**src/rtl/mem_bus_if.sv**
```systemverilog
// Memory-side bus stage: turns control-unit RAM strobes into a single-master
// waitrequest bus transaction, captures read data and formats load results.
module mem_bus_if #(
  parameter int ADDR_W = 32,
  parameter int DATA_W = 32
) (
  input  logic              clk,
  input  logic              rst_n,
  input  logic              ram_read_en_i,
  input  logic              ram_write_en_i,
  input  logic [3:0]        ram_byte_en_i,
  input  logic              ram_addr_sel_i,
  input  logic [ADDR_W-1:0] pc_i,
  input  logic [ADDR_W-1:0] data_addr_i,
  input  logic [DATA_W-1:0] store_data_i,
  input  logic [DATA_W-1:0] rt_old_i,
  input  logic [5:0]        opcode_i,
  output logic [ADDR_W-1:0] address_o,
  output logic              read_o,
  output logic              write_o,
  output logic [3:0]        byteenable_o,
  output logic [DATA_W-1:0] writedata_o,
  input  logic              waitrequest_i,
  input  logic [DATA_W-1:0] readdata_i,
  output logic              stall_o,
  output logic [DATA_W-1:0] rdata_word_o,
  output logic [DATA_W-1:0] load_result_o,
  output logic              rdata_valid_o,
  output logic              addr_err_o
);

  if (DATA_W != 32) begin : g_bad_data_w
    $error("mem_bus_if: DATA_W must be 32");
  end

  localparam logic [5:0] OP_LB  = 6'h20;
  localparam logic [5:0] OP_LH  = 6'h21;
  localparam logic [5:0] OP_LWL = 6'h22;
  localparam logic [5:0] OP_LW  = 6'h23;
  localparam logic [5:0] OP_LBU = 6'h24;
  localparam logic [5:0] OP_LHU = 6'h25;
  localparam logic [5:0] OP_LWR = 6'h26;
  localparam logic [5:0] OP_SB  = 6'h28;
  localparam logic [5:0] OP_SH  = 6'h29;
  localparam logic [5:0] OP_SW  = 6'h2B;

  typedef enum logic {IDLE = 1'b0, RDATA = 1'b1} state_t;

  state_t            state_reg, state_next;
  logic              capture_en;
  logic [ADDR_W-1:0] sel_addr;
  logic [1:0]        st_off;
  logic              rd_accept;
  logic              any_accept;
  logic              misaligned;
  logic [31:0]       rdata_word_reg;
  logic              rdata_valid_reg;
  logic              addr_err_reg;

  // Request path is purely combinational; reset masks the strobes.
  assign sel_addr     = ram_addr_sel_i ? data_addr_i : pc_i;
  assign st_off       = sel_addr[1:0];
  assign address_o    = {sel_addr[ADDR_W-1:2], 2'b00};
  assign write_o      = rst_n & ram_write_en_i;
  assign read_o       = rst_n & ram_read_en_i & ~ram_write_en_i;
  assign byteenable_o = ram_byte_en_i;
  assign stall_o      = (read_o | write_o) & waitrequest_i;
  assign rd_accept    = read_o & ~waitrequest_i;
  assign any_accept   = (read_o | write_o) & ~waitrequest_i;

  always_comb begin
    writedata_o = store_data_i;
    case (opcode_i)
      OP_SB:   writedata_o = {4{store_data_i[7:0]}};
      OP_SH:   writedata_o = {2{store_data_i[15:0]}};
      default: writedata_o = store_data_i;
    endcase
  end

  always_comb begin
    misaligned = 1'b0;
    if (ram_addr_sel_i) begin
      case (opcode_i)
        OP_LW, OP_SW:         misaligned = (st_off != 2'b00);
        OP_LH, OP_LHU, OP_SH: misaligned = st_off[0];
        default:              misaligned = 1'b0;
      endcase
    end else begin
      misaligned = (pc_i[1:0] != 2'b00);
    end
  end

  always_ff @(posedge clk or negedge rst_n) begin
    if (!rst_n) state_reg <= IDLE;
    else        state_reg <= state_next;
  end

  always_comb begin
    state_next = state_reg;
    case (state_reg)
      IDLE:    state_next = rd_accept ? RDATA : IDLE;
      RDATA:   state_next = rd_accept ? RDATA : IDLE;
      default: state_next = IDLE;
    endcase
  end

  always_comb begin
    capture_en = (state_reg == RDATA);
  end

  // Captured word and valid pulse appear together after the RDATA edge.
  always_ff @(posedge clk or negedge rst_n) begin
    if (!rst_n) begin
      rdata_word_reg  <= '0;
      rdata_valid_reg <= 1'b0;
      addr_err_reg    <= 1'b0;
    end else begin
      rdata_valid_reg <= capture_en;
      if (capture_en) rdata_word_reg <= readdata_i;
      if ((any_accept & misaligned) | (ram_read_en_i & ram_write_en_i))
        addr_err_reg <= 1'b1;
    end
  end

  assign rdata_word_o  = rdata_word_reg;
  assign rdata_valid_o = rdata_valid_reg;
  assign addr_err_o    = addr_err_reg;

  logic [1:0]  ld_off;
  logic [1:0]  lwl_shift;
  logic [31:0] byte_shifted;
  logic [15:0] half_sel;

  assign ld_off       = data_addr_i[1:0];
  assign lwl_shift    = 2'd3 - ld_off;
  assign byte_shifted = rdata_word_reg >> {ld_off, 3'b000};
  assign half_sel     = ld_off[1] ? rdata_word_reg[31:16] : rdata_word_reg[15:0];

  always_comb begin
    load_result_o = rdata_word_reg;
    case (opcode_i)
      OP_LB:  load_result_o = {{24{byte_shifted[7]}}, byte_shifted[7:0]};
      OP_LBU: load_result_o = {24'h0, byte_shifted[7:0]};
      OP_LH:  load_result_o = {{16{half_sel[15]}}, half_sel};
      OP_LHU: load_result_o = {16'h0, half_sel};
      OP_LW:  load_result_o = rdata_word_reg;
      OP_LWL: load_result_o = (rdata_word_reg << {lwl_shift, 3'b000}) |
                              (rt_old_i & (32'h00FF_FFFF >> {ld_off, 3'b000}));
      OP_LWR: load_result_o = byte_shifted |
                              (rt_old_i & ~(32'hFFFF_FFFF >> {ld_off, 3'b000}));
      default: load_result_o = rdata_word_reg;
    endcase
  end

endmodule

```
**config.mk**
```make
export PLATFORM = sky130hd
export DESIGN_NAME = mem_bus_if
export DESIGN_NICKNAME = d
export VERILOG_FILES = /design/src/rtl/mem_bus_if.sv
export SDC_FILE = /design/constraint.sdc
export NUM_CORES = 1
export LEC_CHECK = 0
export ABC_AREA = 0
export ABC_CLOCK_PERIOD_IN_PS = 1700
export CORE_ASPECT_RATIO = 0.5
export CORE_MARGIN = 3
export CORE_UTILIZATION = 30
export DETAILED_ROUTE_END_ITERATION = 8
export HOLD_SLACK_MARGIN = 0.06
export PLACE_DENSITY_LB_ADDON = 0.12
export SYNTH_ARGS = -nofsm -noshare
export SYNTH_HDL_FRONTEND = slang
export SYNTH_SLANG_ARGS = --single-unit
```
**constraint.sdc**
```tcl
create_clock -name clk -period 1.7 [get_ports clk]
set_input_delay 0.17 -clock clk [delete_from_list [all_inputs] [get_ports clk]]
set_output_delay 0.17 -clock clk [all_outputs]
set_load 0.01 [all_outputs]
```
==> reports/results.tsv, run 1 <==
stage	metric	value	unit
cells_and_area	synthToLayoutAreaGrowth	107	%
synth	netlist.area_leader.share	0.226	
global_route	grt_overflow	0	
floorplanning	fp.dieArea	0.0153	mm²
critical_path	cp.required	1.53	ns
cells_and_area	final_nets	1037	
outcome	status	finished with violations	
cells_and_area	multiInputGateArea	0.00318	mm²
synth	syn_inst	463	
cts	clk_latency	0.28	ns
floorplanning	die_w	172	µm
power	peakVddDrop	0.336	mV
timing	finalCritPeriodShare	1.22	
detailed_routing	drc	0	
synth	synth_edf_count	0	
placement	dp.cells	992	
timing	rsz0062_at_grt	yes	
detailed_routing	ant_nets	0	
cells_and_area	stdcell_count	1031	
power	powerDensity	652	mW/mm²
synth	yosys.area.top_type	mux2_2	
placement	globalplace.congestion	0.899	
cells_and_area	seq_area	876	µm²
hold_path	hold_path.class	in -> async	
cts	clock_sinks	35	
floorplanning	start_util	0.316	
global_route	grt_usage	0.273	
cts	cts_made_buffers	5	
critical_path	cp.arrival	1.91	ns
timing	finalWorstSetupSlack	-0.377	ns
detailed_routing	routed_via_density	5.27	
timing	max_freq	481	MHz
timing	max_slew.worst_pin.slew	0.593	ns
floorplanning	die_y	89.0	µm
critical_path	crit_slowest_cell	dfrtp_1	
detailed_routing	wl_per_cell	21.3	µm
synth	yosys-top-cells-area	mux2_2 (23%), dfrtp_1 (21%), mux2i_1 (14%)	
synth	synth_seq_area_share	0.212	
outcome	violations	negative setup slack	
critical_path	cp-start-kind	flip-flop	
synth	syn_area	0.00413	mm²
critical_path	path_max_fanout	8	
timing	clock_skew	0.00196	ns
synth	syn_area_per_cell	8.92	µm²
synth	yosysMostFrequentCell	mux2_2	
critical_path	path_cells	mux2_4 > o2111ai_1 > buf_12 > nand3_1 > dlygate4sd2_1	
detailed_routing	drtPass1Iterations	5	
global_route	grt_max_degree	36	
global_route	antenna_found_initial	0	
synth	ys.flop_type	dfrtp_1	
critical_path	end_kind	primary output	
critical_path	crit_type	reg -> out	
timing	hold_viol	0	
global_route	grt_pass1_wl	31.9	mm
cts	hold_buffers	0	
cts	clk_path_buf_depth	2	
floorplanning	num_io_pins	313	
flow_run	cap_violations	0	
floorplanning	coreArea	0.0131	mm²
synth	yosysWarnings	0	
timing	layout_min_cycle_time	2.08	ns
cells_and_area	final_core_util	0.653	
cells_and_area	drive_above_1_share	0.374	
synth	postSynth.asyncResetShare	1.00	
synth	synth_seq_cells	35	
power	power.total	5.56	mW
detailed_routing	routed_wl	21.9	mm
cells_and_area	n_antenna_cell	0	
detailed_routing	vias	5433	
cts	clk_pin_slew	0.06	ns
timing	hold_ws	0.105	ns
floorplanning	row_count	29	
detailed_routing	drt_iter0_drc	353	
power	p_leak	3.76	nW
cts	cts_tree	done	
cts	h-tree-depth	2	
timing	slew_headroom	0.603	
placement	pre_cts_ws	-0.936	ns
placement	dp.final_hpwl	17.0	mm
timing	setup_viol	31	
cells_and_area	fillers	1105	
placement	port_buffers	302	
synth	ys_types	49	
synth	ys_top_cells_by_count	mux2_2 (83), mux2i_1 (59), nand2_1 (51), dfrtp_1 (35), nor2_1 (30)	
timing	slew_viol_final	0	
cts	root_buffer	clkbuf_16	
critical_path	max_stage_delay	0.38	ns
global_route	grt_pass1_vias	5534	
[routing by layer]
metal | vias up | share of wire | GRT usage
li1 | 2522 | - | -
met1 | 2627 | 0.39 | 0.330
met2 | 261 | 0.51 | 0.511
met3 | 23 | 0.086 | 0.0618
met4 | 0 | 0.0098 | 0.0427
met5 | - | 0 | 0
[critical path, delay by kind of cell, from the launching register on]
| family | cells | cell delay (ns) |
|---|---|---|
| muxes | 1 | 0.31 |
| AOI/OAI and AO/OA | 1 | 0.33 |
| DFF | 1 | 0.38 |
| and+or+nand+nor | 1 | 0.10 |
| buffers and inverters | 2 | 0.49 |
[worst paths after layout]
| kind | startpoint | to | slack [ns] | cells after the start |
|---|---|---|---|---|
| max | rdata_word_o[15] | load_result_o[19] | -0.38 | 5 |
| min | rst_n | rdata_word_o[2] | 0.11 | 2 |
| max reg2reg | capture_en | rdata_word_o[29] | 0.54 | 2 |
| min reg2reg | addr_err_o | addr_err_o | 0.50 | 2 |
| max in group asynchronous | rst_n | rdata_word_o[22] | 1.25 | 2 |
| min in group clk | rst_n | capture_en | 0.25 | 3 |
[where the power goes]
part	total, mW	internal, mW	switching, mW
sequential	1.13	1.00	0.123
combinational	3.49	1.98	1.51
clock	0.941	0.573	0.368
[sequential cells by signal, indices dropped and copies added (netlist names)]
register,cells
addr_err_o,1
rdata_valid_o,1
capture_en,1
rdata_word_o,32
[cell type report]
cell class,count,share of cell area
Timing Repair Buffer,440,0.481
Multi-Input combinational cell,375,0.373
Sequential cell,35,0.103
Tap cell,170,0.0249
Clock buffer,6,0.0163
Inverter,4,0.00176
Clock inverter,1,0.000587
[placed cells by master, fill, tap and decap left out, drive strengths merged, types with 2 or more instances in the layout]
cell type	netlist	final
dlygate4sd2	0	37
buf	46	179
a31oi	8	8
o2111ai	2	2
and2	4	6
inv	4	4
nand2b	9	9
a22oi	15	15
o21ai	17	17
mux2i	59	59
nor2b	2	2
mux2	84	84
dfrtp	35	35
nor3	2	2
clkbuf	6	6
clkdlybuf4s50	0	220
conb	1	2
o22ai	8	8
o221ai	2	2
nor3b	2	2
nand3	11	11
a221o	8	8
clkdlybuf4s15	0	3
nand2	51	51
o211ai	13	13
o32a	8	8
and3	8	8
nor2	30	30
a21oi	18	18
[stage by stage]
| stage | instance area [µm²] | setup TNS (ns) |
|---|---|---|
| 2_1_floorplan | 4130 | 0 |
| 3_3_place_gp | 7960 | -47.82 |
| 3_5_place_dp | 7960 | -49.56 |
| 4_1_cts | 8410 | -7.13 |
| 5_1_grt | 8530 | -8.60 |
| 6_report | 8530 | -7.15 |
[logic make-up after synthesis]
| family | share of synthesized area |
|---|---|
| other | 0.000908 |
| flip-flops | 0.212 |
| AO/OA/AOI/OAI | 0.183 |
| buffers and inverters | 0.0839 |
| multiplexers | 0.373 |
| AND/OR/NAND/NOR | 0.147 |
[repair_timing]
action | CTS | global route
pin swaps | 18 | 15
gates resized for setup | 257 | 27
gates cloned | 3 | 0
endpoints found under the setup margin | 86 | 49
buffers inserted | 25 | 6
Power figures use the tool's default switching activity.
==> run 2: changes to the inputs <==
ABC_CLOCK_PERIOD_IN_PS = default   (was 1700)
==> results of run 2 <==
No change in the layout: final DEF, timing and power equal those of run 1.
